**src/rtl/spi_pkg.sv**
```systemverilog
// Shared types for the multi-slave SPI master: FSM state encoding and the
// packed {CPOL, CPHA} mode word.
package spi_pkg;

  typedef enum logic [1:0] {
    IDLE  = 2'd0,
    SETUP = 2'd1,
    XFER  = 2'd2,
    HOLD  = 2'd3
  } state_t;

  typedef struct packed {
    logic cpol;
    logic cpha;
  } spi_mode_t;

  localparam spi_mode_t MODE0 = '{cpol: 1'b0, cpha: 1'b0};
  localparam spi_mode_t MODE1 = '{cpol: 1'b0, cpha: 1'b1};
  localparam spi_mode_t MODE2 = '{cpol: 1'b1, cpha: 1'b0};
  localparam spi_mode_t MODE3 = '{cpol: 1'b1, cpha: 1'b1};

endpackage

```
**src/rtl/spi_master_multi_clk_gen.sv**
```systemverilog
// SCLK generator: divider counter producing leading/trailing edge strobes
// while enabled, and the SCLK register parked at a given level otherwise.
module spi_clk_gen
  import spi_pkg::*;
#(
  parameter int CLK_DIV = 4
) (
  input  logic clk,
  input  logic rst_n,
  input  logic en,
  input  logic park,
  input  logic park_level,
  output logic lead_stb,
  output logic trail_stb,
  output logic sclk
);

  localparam int DIV_W = $clog2(CLK_DIV) + 1;
  localparam logic [DIV_W-1:0] DIV_LAST = DIV_W'(CLK_DIV - 1);

  logic [DIV_W-1:0] div_cnt;
  logic             trail_next;
  logic             tick;

  assign tick      = en && (div_cnt == DIV_LAST);
  assign lead_stb  = tick && !trail_next;
  assign trail_stb = tick && trail_next;

  always_ff @(posedge clk or negedge rst_n) begin
    if (!rst_n) begin
      div_cnt    <= '0;
      trail_next <= 1'b0;
      sclk       <= 1'b0;
    end else if (!en) begin
      div_cnt    <= '0;
      trail_next <= 1'b0;
      if (park) sclk <= park_level;
    end else if (tick) begin
      div_cnt    <= '0;
      trail_next <= ~trail_next;
      sclk       <= ~sclk;
    end else begin
      div_cnt <= div_cnt + 1'b1;
    end
  end

endmodule

```
**src/rtl/spi_master_multi.sv**
```systemverilog
// Parametrised SPI master with per-transfer CPOL/CPHA, NUM_SS slave selects
// and a start/busy/done handshake. Define SPI_LSB_FIRST_EN to add lsb_first.
module spi_master_multi
  import spi_pkg::*;
#(
  parameter int DATA_W  = 8,
  parameter int NUM_SS  = 4,
  parameter int CLK_DIV = 4,
  localparam int SS_W   = (NUM_SS > 1) ? $clog2(NUM_SS) : 1
) (
  input  logic              clk,
  input  logic              rst_n,
  input  logic              start,
  input  logic [1:0]        mode,
  input  logic [SS_W-1:0]   ss_sel,
  input  logic [DATA_W-1:0] tx_data,
`ifdef SPI_LSB_FIRST_EN
  input  logic              lsb_first,
`endif
  output logic [DATA_W-1:0] rx_data,
  output logic              busy,
  output logic              done,
  output logic              SCLK,
  output logic              MOSI,
  input  logic              MISO,
  output logic [NUM_SS-1:0] SS_n
);

  localparam int TMR_W = $clog2(CLK_DIV) + 1;
  localparam int BIT_W = $clog2(DATA_W) + 1;
  localparam logic [TMR_W-1:0] TMR_LAST = TMR_W'(CLK_DIV - 1);
  localparam logic [BIT_W-1:0] BIT_LAST = BIT_W'(DATA_W - 1);

  state_t            state, state_nxt;
  spi_mode_t         mode_q;
  logic [TMR_W-1:0]  tmr;
  logic [BIT_W-1:0]  bit_cnt;
  logic [DATA_W-1:0] tx_sr, rx_sr;
  logic              lsb_in, lsb_q;
  logic              lead_stb, trail_stb;
  logic              accept, last_trail, hold_end, timing;
  logic              shift_out, sample;
  logic              gen_en, gen_park, gen_level;

  function automatic logic [NUM_SS-1:0] ss_decode(input logic [SS_W-1:0] sel);
    logic [NUM_SS-1:0] v;
    v = '1;
    for (int i = 0; i < NUM_SS; i++) begin
      if (int'(sel) == i) v[i] = 1'b0;
    end
    return v;
  endfunction

  function automatic logic first_bit(input logic [DATA_W-1:0] v, input logic lsb);
    return lsb ? v[0] : v[DATA_W-1];
  endfunction

  function automatic logic [DATA_W-1:0] shift_tx(input logic [DATA_W-1:0] v, input logic lsb);
    return lsb ? {1'b0, v[DATA_W-1:1]} : {v[DATA_W-2:0], 1'b0};
  endfunction

  function automatic logic [DATA_W-1:0] shift_rx(input logic [DATA_W-1:0] v, input logic b,
                                                 input logic lsb);
    return lsb ? {b, v[DATA_W-1:1]} : {v[DATA_W-2:0], b};
  endfunction

`ifdef SPI_LSB_FIRST_EN
  assign lsb_in = lsb_first;
  always_ff @(posedge clk or negedge rst_n) begin
    if (!rst_n)      lsb_q <= 1'b0;
    else if (accept) lsb_q <= lsb_first;
  end
`else
  assign lsb_in = 1'b0;
  assign lsb_q  = 1'b0;
`endif

  assign gen_en    = (state == XFER);
  assign gen_park  = (state == IDLE) || (state == SETUP);
  assign gen_level = (state == IDLE) ? mode[1] : mode_q.cpol;

  spi_clk_gen #(.CLK_DIV(CLK_DIV)) u_clk_gen (
    .clk       (clk),
    .rst_n     (rst_n),
    .en        (gen_en),
    .park      (gen_park),
    .park_level(gen_level),
    .lead_stb  (lead_stb),
    .trail_stb (trail_stb),
    .sclk      (SCLK)
  );

  always_ff @(posedge clk or negedge rst_n) begin
    if (!rst_n) state <= IDLE;
    else        state <= state_nxt;
  end

  always_comb begin
    state_nxt  = state;
    accept     = 1'b0;
    last_trail = 1'b0;
    hold_end   = 1'b0;
    timing     = (state == SETUP) || (state == HOLD);
    case (state)
      IDLE:  if (start) begin accept = 1'b1; state_nxt = SETUP; end
      SETUP: if (tmr == TMR_LAST) state_nxt = XFER;
      XFER:  if (trail_stb && bit_cnt == BIT_LAST) begin last_trail = 1'b1; state_nxt = HOLD; end
      HOLD:  if (tmr == TMR_LAST) begin hold_end = 1'b1; state_nxt = IDLE; end
      default: state_nxt = IDLE;
    endcase
    // CPHA=0 pre-drives the first bit at accept, so the final trailing edge has nothing left to shift
    shift_out = mode_q.cpha ? lead_stb : (trail_stb && !last_trail);
    sample    = mode_q.cpha ? trail_stb : lead_stb;
  end

  always_ff @(posedge clk or negedge rst_n) begin
    if (!rst_n) begin
      tmr     <= '0;
      bit_cnt <= '0;
      mode_q  <= MODE0;
      busy    <= 1'b0;
      done    <= 1'b0;
      SS_n    <= '1;
      MOSI    <= 1'b0;
      rx_data <= '0;
    end else begin
      done <= hold_end;
      if (timing && tmr != TMR_LAST) tmr <= tmr + 1'b1;
      else                           tmr <= '0;
      if (accept)         bit_cnt <= '0;
      else if (trail_stb) bit_cnt <= bit_cnt + 1'b1;
      if (accept) begin
        busy   <= 1'b1;
        SS_n   <= ss_decode(ss_sel);
        mode_q <= spi_mode_t'(mode);
        if (!mode[0]) MOSI <= first_bit(tx_data, lsb_in);
      end else if (shift_out) begin
        MOSI <= first_bit(tx_sr, lsb_q);
      end
      if (hold_end) begin
        busy    <= 1'b0;
        SS_n    <= '1;
        rx_data <= rx_sr;
      end
    end
  end

  always_ff @(posedge clk) begin
    if (accept)         tx_sr <= mode[0] ? tx_data : shift_tx(tx_data, lsb_in);
    else if (shift_out) tx_sr <= shift_tx(tx_sr, lsb_q);
    if (sample) rx_sr <= shift_rx(rx_sr, MISO, lsb_q);
  end

endmodule

```
**config.mk**
```make
export PLATFORM = sky130hd
export DESIGN_NAME = spi_master_multi
export DESIGN_NICKNAME = d
export VERILOG_FILES = /design/src/rtl/spi_pkg.sv /design/src/rtl/spi_master_multi_clk_gen.sv /design/src/rtl/spi_master_multi.sv
export SDC_FILE = /design/constraint.sdc
export NUM_CORES = 1
export LEC_CHECK = 0
export ABC_AREA = 1
export BUFFER_PORTS_ARGS = -buffer_cell sky130_fd_sc_hd__buf_2
export CAP_MARGIN = 10
export CORE_AREA = 2 2 72 74
export CTS_BUF_LIST = sky130_fd_sc_hd__clkbuf_4 sky130_fd_sc_hd__clkbuf_8
export CTS_CLUSTER_DIAMETER = 30
export CTS_CLUSTER_SIZE = 20
export DETAILED_ROUTE_END_ITERATION = 10
export DIE_AREA = 0 0 74 76
export GPL_ROUTABILITY_DRIVEN = 0
export PLACE_DENSITY = 0.75
export SETUP_SLACK_MARGIN = 0.05
export SLEW_MARGIN = 20
export SYNTH_ARGS = -nofsm -noshare
export SYNTH_HDL_FRONTEND = slang
export SYNTH_HIERARCHICAL = 1
export SYNTH_SLANG_ARGS = --single-unit
```
**constraint.sdc**
```tcl
create_clock -name clk -period 2.4 [get_ports clk]
set_clock_uncertainty 0.2 [all_clocks]
set_input_delay 0.6 -clock clk [delete_from_list [all_inputs] [get_ports clk]]
set_output_delay 0.6 -clock clk [all_outputs]
set_load 0.1 [all_outputs]
```
==> results_dict.tcl, run 1 <==
set metrics [dict create \
    final_core_util 0.509 \
    power.density_mw_per_mm2 1290 \
    grt_pass1_wl_um 6240 \
    synth.largest_area_cell "dfrtp_1" \
    cts_tree "yes" \
    drt_iter0_drc 70 \
    cts_root_buffer "clkbuf_8" \
    final_nets 274 \
    cap_viol_max_count 0 \
    layout_commonest_cell "nand2_1" \
    ys_warn_count 6 \
    ir_drop_mv 0.559 \
    reg2reg_depth 8 \
    place.detailed.hpwl_um 2600 \
    route.detailed.drc 0 \
    clock_path_buffers 2 \
    netSwitchingPower_uw 1430 \
    synth.area.top_cells "dfrtp_1, edfxtp_1, nand2_1" \
    rows 26 \
    grt_setup_unrepaired "no" \
    ant_nets 0 \
    grt_max_degree 32 \
    ys_ff_latch 47 \
    core_area_mm2 0.00491 \
    p_seq_frac 0.357 \
    port_buffers 31 \
    path_max_fanout 10 \
    outcome "completed" \
    clkPwrFrac 0.209 \
    htree_levels 2 \
    grt_usage 0.144 \
    postPlaceCellArea_mm2 0.00236 \
    worstSkewPairLatency_ns 0.30 \
    n_antenna_cell 0 \
    arrival_ns 1.84 \
    netlist_instances 211 \
    combPwrFrac 0.434 \
    synth.distinct_cells 29 \
    syn_area_per_cell_um2 10.0 \
    crit_type "flop to flop" \
    fin_tns_setup_ns 0 \
    worstMarginPinSlew_ns 0.679 \
    hold_class "primary input to asynchronous set/reset pin" \
    min_period_ns 2.06 \
    ios 32 \
    die_w_um 74 \
    grt_pass1_vias 1413 \
    r2r_start "state[0]$_DFFE_PN0P_" \
    syn2layout_area_growth_pct 18.1 \
    clkTransAtPathRegs_ns 0.08 \
    setup_viol 0 \
    num_vias 1466 \
    critPathLaunch "state[0]$_DFFE_PN0P_" \
    routed_wl_um 3500 \
    slew_violations 0 \
    period_share 0.857 \
    layout_common_cells "nand2_1, buf_2, dfrtp_1, inv_1, nor2_1" \
    setup_ws_ns 0.344 \
    numCtsBuffers 5 \
    hold_viol 0 \
    synth-seq-area-share 0.596 \
    drive_above_1_share 0.248 \
    synth.top_cell.area_share 0.319 \
    startpoint_type "flop" \
    cts.sinks 47 \
    overflow 0 \
    dieArea_mm2 0.00562 \
    drtPass1Iterations 4 \
    swShare 0.445 \
    antenna_found_initial 0 \
    setup.worst_path.end_class "flop" \
    vias_per_cell 4.58 \
    die_h_um 76 \
    post-route-cell-area_mm2 0.00250 \
    pre_cts_ws_ns 0.281 \
    relSlewSlack 0.547 \
    wl_per_cell_um 10.9 \
    max_freq_mhz 486 \
    synth_area_mm2 0.00212 \
    initial_utilization 0.431 \
    cp_data_required_time_ns 2.18 \
    p_int_uw 1790 \
    leakage_uw 0.00124 \
    syn-num-nets 236 \
]
-- flip-flops by register name, indices dropped and copies added, names as in the netlist --
name / flops
MOSI: 1
SS_n: 4
bit_cnt: 4
busy: 1
done: 1
mode_q: 2
rx_data: 8
rx_sr: 8
state: 2
tmr: 3
tx_sr: 8
u_clk_gen/div_cnt: 3
u_clk_gen/sclk: 1
u_clk_gen/trail_next: 1
-- cell usage after synthesis (all sizes together) --
library cell	number
nand3	8
o221ai	5
edfxtp	16
a211oi	1
buf	3
o211ai	2
inv	28
o21ai	11
ha	9
o21bai	1
a31oi	2
nand2	63
nor2	22
or2	2
nor3	3
dfstp	4
dfrtp	27
a21oi	3
clkinv	1
-- repair_timing --
item                       in CTS  in global routing
hold buffers                    0                  0
setup endpoints to repair       0                  9
buffers inserted                0                  0
resized for setup               0                  1
-- worst paths after layout --
path / to / slack, ns
worst min register to register: tmr[0]$_DFF_PN0_ / 0.24
worst min-delay path: tmr[2]$_DFF_PN0_ / 0.13
min in group clk: tmr[0]$_DFF_PN0_ / 0.24
worst max register to register: tx_sr[0]$_SDFFCE_PN0P_ / 0.34
max in group asynchronous: u_clk_gen/trail_next$_DFFE_PN0P_ / 1.42
worst max-delay path: tx_sr[0]$_SDFFCE_PN0P_ / 0.34
-- worst max-delay path, stage by stage, from the launching register on --
cell,delay [ns]
dfrtp_1,0.43
inv_1,0.12
ha_1,0.19
nand3_2,0.13
nor2_2,0.21
inv_1,0.10
nor2_1,0.10
nand2_1,0.08
nand2_2,0.19
-- stage by stage --
step | hold WS, ns | power (uW) | instances
2_1_floorplan | 0.104 | 2330 | 211
3_3_place_gp | 0.220 | 2540 | 312
3_5_place_dp | 0.233 | 2580 | 312
4_1_cts | 0.158 | 3260 | 320
5_1_grt | 0.195 | 3430 | 320
6_report | 0.134 | 3230 | 320
-- per-layer routing --
| layer | GRT usage | part of all wire |
|---|---|---|
| met1 | 0.190 | 0.48 |
| met3 | 0.0476 | 0.049 |
| met5 | 0 | 0 |
| met4 | 0.0382 | 0.013 |
| met2 | 0.226 | 0.46 |
-- power by group through the flow --
stage                     Clock, uW  Combinational [uW]  Sequential, uW
after floorplan                   0                 532            1800
after global placement            0                1380            1160
after detailed placement          0                1410            1170
after CTS                       696                1410            1150
after global routing            727                1530            1180
final                           674                1400            1150
-- layout make-up --
class | instances | area, um^2
Multi-Input combinational cell | 132 | 716
Fill cell | 467 | 2410
Clock inverter | 2 | 60.1
Timing Repair Buffer | 34 | 178
Tap cell | 70 | 87.6
Clock buffer | 6 | 76.3
Sequential cell | 47 | 1260
Inverter | 29 | 121
-- cells by family (layout without fill, tap and decap cells) --
| group | count (synthesis) | in the layout | share of synthesized area |
|---|---|---|---|
| and+or+nand+nor | 98 | 98 | 0.208 |
| DFF | 47 | 47 | 0.596 |
| buffers and inverters | 32 | 71 | 0.0674 |
| AOI/OAI and AO/OA | 25 | 25 | 0.0756 |
| adders and majority gates | 9 | 9 | 0.0532 |
Power figures use the tool's default switching activity.
==> inputs of run 2 (changes only) <==
ABC_CLOCK_PERIOD_IN_PS = 2400   (was not set)
CAP_MARGIN = 20   (was 10)
CELL_PAD_IN_SITES_DETAIL_PLACEMENT = 1   (was not set)
CELL_PAD_IN_SITES_GLOBAL_PLACEMENT = 2   (was not set)
CORE_AREA = 2 2 84 86   (was 2 2 72 74)
DIE_AREA = 0 0 86 88   (was 0 0 74 76)
PLACE_DENSITY = 0.82   (was 0.75)
==> run 2 against run 1 <==
Against the previous run:
- global-route usage down 2.8 points
- die area up 35%
- fmax down 4.2%
- largest power group unchanged
- critical endpoint unchanged
==> results_dict.tcl, run 2 (same netlist as run 1, synthesis figures left out) <==
set metrics [dict create \
    setup_viol 0 \
    arrival_ns 1.94 \
    wl_per_cell_um 12.1 \
    cpMaxStageDelayCell "dfrtp_1" \
    die_h_um 88 \
    critPathMaxStageDelay_ns 0.42 \
    vias_per_cell 4.46 \
    port_buffers 31 \
    reg.largest.list "rx_data x8, rx_sr x8, tx_sr x8" \
    cts_root_buffer "clkbuf_8" \
    cts_setup_buffers 0 \
    ios 32 \
    layout_common_cells "nand2_1, buf_2, dfrtp_1, inv_1, nor2_1" \
    die_w_um 86 \
    hold_buffers 0 \
    worstMarginPinSlew_ns 0.699 \
    drtPass1Iterations 4 \
    hold_class "primary input to asynchronous set/reset pin" \
    startpoint_type "flop" \
    crit_type "flop to flop" \
    syn2layout_area_growth_pct 17.5 \
    p_seq_frac 0.368 \
    core_area_mm2 0.00664 \
    grt_setup_unrepaired "no" \
    relSlewSlack 0.534 \
    place.detailed.hpwl_um 2990 \
    setup.worst_path.end_class "flop" \
    r2r_end "tx_sr[0]$_SDFFCE_PN0P_" \
    clock_path_buffers 2 \
    outcome "completed" \
    critPathBufInv 2 \
    initial_utilization 0.319 \
    worstSkewPairLatency_ns 0.30 \
    clkTransAtPathRegs_ns 0.09 \
    path_max_fanout 10 \
    r2r_start "state[0]$_DFFE_PN0P_" \
    htree_levels 2 \
    rrSetupSlack_ns 0.25 \
    finalPower_uw 3130 \
    n_antenna_cell 0 \
    num_vias 1471 \
    dieArea_mm2 0.00757 \
    antenna_found_initial 0 \
    combPwrFrac 0.444 \
    max_freq_mhz 466 \
    drt_iter0_drc 33 \
    slew_violations 0 \
    path_cells "inv_1 > ha_1 > nand3_2 > nor2_1 > inv_1 > nor2_1 > nand2_1 > nand2_2" \
    min_period_ns 2.15 \
    rows 30 \
    grt_pass1_vias 1551 \
    grt_usage 0.115 \
    ant_nets 0 \
    cts.sinks 47 \
    fin_tns_setup_ns 0 \
    route.detailed.drc 0 \
    grt_max_degree 32 \
    cap_viol_max_count 0 \
    clkPwrFrac 0.187 \
    routed_wl_um 3990 \
    swShare 0.462 \
    cts_tree "yes" \
    netSwitchingPower_uw 1450 \
    drive_above_1_share 0.244 \
    layout_commonest_cell "nand2_1" \
    cp_top_family "simple AND/OR/NAND/NOR gates" \
    cts_resized 0 \
    ir_drop_mv 0.340 \
    numCtsBuffers 5 \
    power.density_mw_per_mm2 1260 \
    p_int_uw 1690 \
    reg2reg_depth 8 \
    overflow 0 \
    grt_pass1_wl_um 6890 \
    leakage_uw 0.00122 \
    period_share 0.894 \
    final_nets 274 \
    cp_data_required_time_ns 2.19 \
    hold_viol 0 \
]
-- run 2: stage by stage --
step	hold WS (ns)	util	setup slack [ns]	cell area [um^2]	cells
2_1_floorplan	0.104	-	0.138	2120	211
3_3_place_gp	0.219	0.357	0.294	2370	322
3_5_place_dp	0.232	0.357	0.207	2370	322
4_1_cts	0.168	0.374	0.197	2490	330
5_1_grt	0.200	0.374	0.0610	2490	330
6_report	0.136	0.374	0.255	2490	330
-- run 2: layout make-up --
cell class	instances	area [um^2]
tap	80	100
clock inverter	2	37.5
multi-input combinational	132	713
clock buffer	6	76.3
sequential	47	1260
fill	793	4160
inverter	29	121
timing repair buffer	34	178
-- run 2: worst max path at each step --
stage	from	endpoint	slack (ns)	cells after the start
finish	state[0]$_DFFE_PN0P_	tx_sr[0]$_SDFFCE_PN0P_	0.25	8
global placement	state[0]$_DFFE_PN0P_	tx_sr[7]$_DFFE_PP_	0.29	8
detailed placement	state[0]$_DFFE_PN0P_	tx_sr[7]$_DFFE_PP_	0.21	8
global route	state[0]$_DFFE_PN0P_	MOSI$_DFFE_PN0P_	0.06	11
CTS	state[0]$_DFFE_PN0P_	tx_sr[0]$_SDFFCE_PN0P_	0.20	8
floorplan	state[0]$_DFFE_PN0P_	rx_sr[0]$_DFFE_PP_	0.14	6
-- run 2: layer usage --
metal	share of wire	global-route usage
met5	0	0
met4	0.011	0.0303
met3	0.044	0.0358
met2	0.49	0.201
met1	0.46	0.139
-- run 2: power groups by stage --
stage                     logic, uW  registers (uW)  clock network, uW
after global routing           1520            1180                631
after detailed placement       1410            1170                  0
after floorplan                 532            1800                  0
final                          1390            1150                588
after global placement         1390            1160                  0
after CTS                      1420            1160                609
==> inputs of run 3 (changes only) <==
PLACE_DENSITY = not set   (was 0.82)
PLACE_DENSITY_LB_ADDON = 0.1   (was not set)
==> run 3 against run 2 <==
Against the previous run:
- count of clock-buffer cells in the layout is 1 lower
- worst hold slack improved by 0.0072 ns
- cell count unchanged
- sequential power is essentially flat
- first-iteration DRC count grew 15%
- fmax increased by 3.7%
- power is essentially flat
==> results_dict.tcl, run 3 (same netlist as run 1, synthesis figures left out) <==
set metrics [dict create \
    netSwitchingPower_uw 1460 \
    clkPwrFrac 0.186 \
    cp_top_family "flip-flops" \
    drtPass1Iterations 4 \
    vias_per_cell 4.52 \
    hold_viol 0 \
    num_vias 1492 \
    max_freq_mhz 483 \
    n_antenna_cell 0 \
    port_buffers 31 \
    swShare 0.467 \
    combPwrFrac 0.446 \
    critPathMaxStageDelay_ns 0.55 \
    path_max_fanout 2 \
    wl_per_cell_um 12.6 \
    grt_pass1_vias 1487 \
    cts_tree "yes" \
    drive_above_1_share 0.248 \
    min_period_ns 2.07 \
    layout_commonest_cell "nand2_1" \
    dieArea_mm2 0.00757 \
    ant_nets 0 \
    cp_data_required_time_ns 1.60 \
    route.detailed.drc 0 \
    ir_drop_mv 0.305 \
    core_area_mm2 0.00664 \
    final_core_util 0.375 \
    rrSetupSlack_ns 0.34 \
    period_share 0.862 \
    r2r_start "state[0]$_DFFE_PN0P_" \
    reg.largest.list "rx_data x8, rx_sr x8, tx_sr x8" \
    layout_common_cells "nand2_1, buf_2, dfrtp_1, inv_1, nor2_1" \
    grt_usage 0.124 \
    fillers 796 \
    syn2layout_area_growth_pct 17.6 \
    cts.sinks 47 \
    outcome "completed" \
    arrival_ns 1.27 \
    grt_max_degree 32 \
    setup_ws_ns 0.332 \
    initial_utilization 0.319 \
    hold_class "primary input to asynchronous set/reset pin" \
    p_int_uw 1670 \
    routed_wl_um 4170 \
    r2r_end "tx_sr[2]$_DFFE_PP_" \
    ios 32 \
    htree_levels 2 \
    whs_ns 0.143 \
    cts_root_buffer "clkbuf_8" \
    place_inst 322 \
    startpoint_type "flop" \
    cts_setup_buffers 0 \
    critPathBufInv 1 \
    worstMarginPinSlew_ns 0.719 \
    setup_viol 0 \
    grt_setup_unrepaired "no" \
    rows 30 \
    relSlewSlack 0.521 \
    path_cells "buf_2" \
    power.density_mw_per_mm2 1260 \
    cap_viol_max_count 0 \
    reg2reg_depth 8 \
    clock_path_buffers 2 \
    pre_cts_ws_ns 0.216 \
    slew_violations 0 \
    overflow 0 \
    fin_tns_setup_ns 0 \
    place.detailed.hpwl_um 2950 \
    stdcell_count 330 \
    numCtsBuffers 5 \
    grt_pass1_wl_um 7220 \
    die_h_um 88 \
    final_nets 274 \
    worstSkewPairLatency_ns 0.30 \
    cpMaxStageDelayCell "dfstp_2" \
    die_w_um 86 \
    leakage_uw 0.00123 \
    antenna_found_initial 0 \
    p_seq_frac 0.368 \
    drt_iter0_drc 38 \
    hold_buffers 0 \
    clkTransAtPathRegs_ns 0.09 \
    crit_type "flop to output pin" \
    setup.worst_path.end_class "output pin" \
]
-- run 3: layout make-up --
type                            count  area [um^2]  area share
Tap cell                           80          100      0.0402
Multi-Input combinational cell    132          716       0.288
Clock inverter                      3         43.8      0.0176
Inverter                           29          121      0.0488
Timing Repair Buffer               34          178      0.0714
Clock buffer                        5         68.8      0.0277
Sequential cell                    47         1260       0.507
-- run 3: power groups by stage --
stage	Sequential [uW]	Combinational [uW]	Clock [uW]
5_1_grt	1180	1550	637
2_1_floorplan	1800	532	0
4_1_cts	1160	1430	615
3_5_place_dp	1170	1420	0
3_3_place_gp	1170	1420	0
6_report	1150	1400	584
-- run 3: worst max path at each step --
stage	start	end	slack, ns	cells past startpoint
2_1_floorplan	state[0]$_DFFE_PN0P_	rx_sr[0]$_DFFE_PP_	0.14	6
3_3_place_gp	state[0]$_DFFE_PN0P_	tx_sr[5]$_DFFE_PP_	0.26	8
3_5_place_dp	state[0]$_DFFE_PN0P_	tx_sr[4]$_DFFE_PP_	0.22	8
4_1_cts	state[0]$_DFFE_PN0P_	tx_sr[1]$_DFFE_PP_	0.19	8
5_1_grt	state[0]$_DFFE_PN0P_	MOSI$_DFFE_PN0P_	0.13	12
6_report	SS_n[2]$_DFFE_PN1P_	SS_n[2]	0.33	1
-- run 3: metrics by stage --
step | cell area [um^2] | total power, uW
after floorplan | 2120 | 2330
after global placement | 2370 | 2590
after detailed placement | 2370 | 2590
after CTS | 2490 | 3200
after global routing | 2490 | 3360
final | 2490 | 3140
-- run 3: what timing repair did --
item                       4_1_cts  5_1_grt
setup endpoints to repair        0        1
hold endpoints to repair         0        0
gates resized for setup          0        1
-- run 3: metal layers --
metal  vias to the layer above  wire length [um]  GRT usage
met5                         -                 0          0
met4                         0                61     0.0433
met2                        26              1910      0.192
met3                         6               171     0.0339
li1                        754                 -          -
met1                       706              2030      0.167
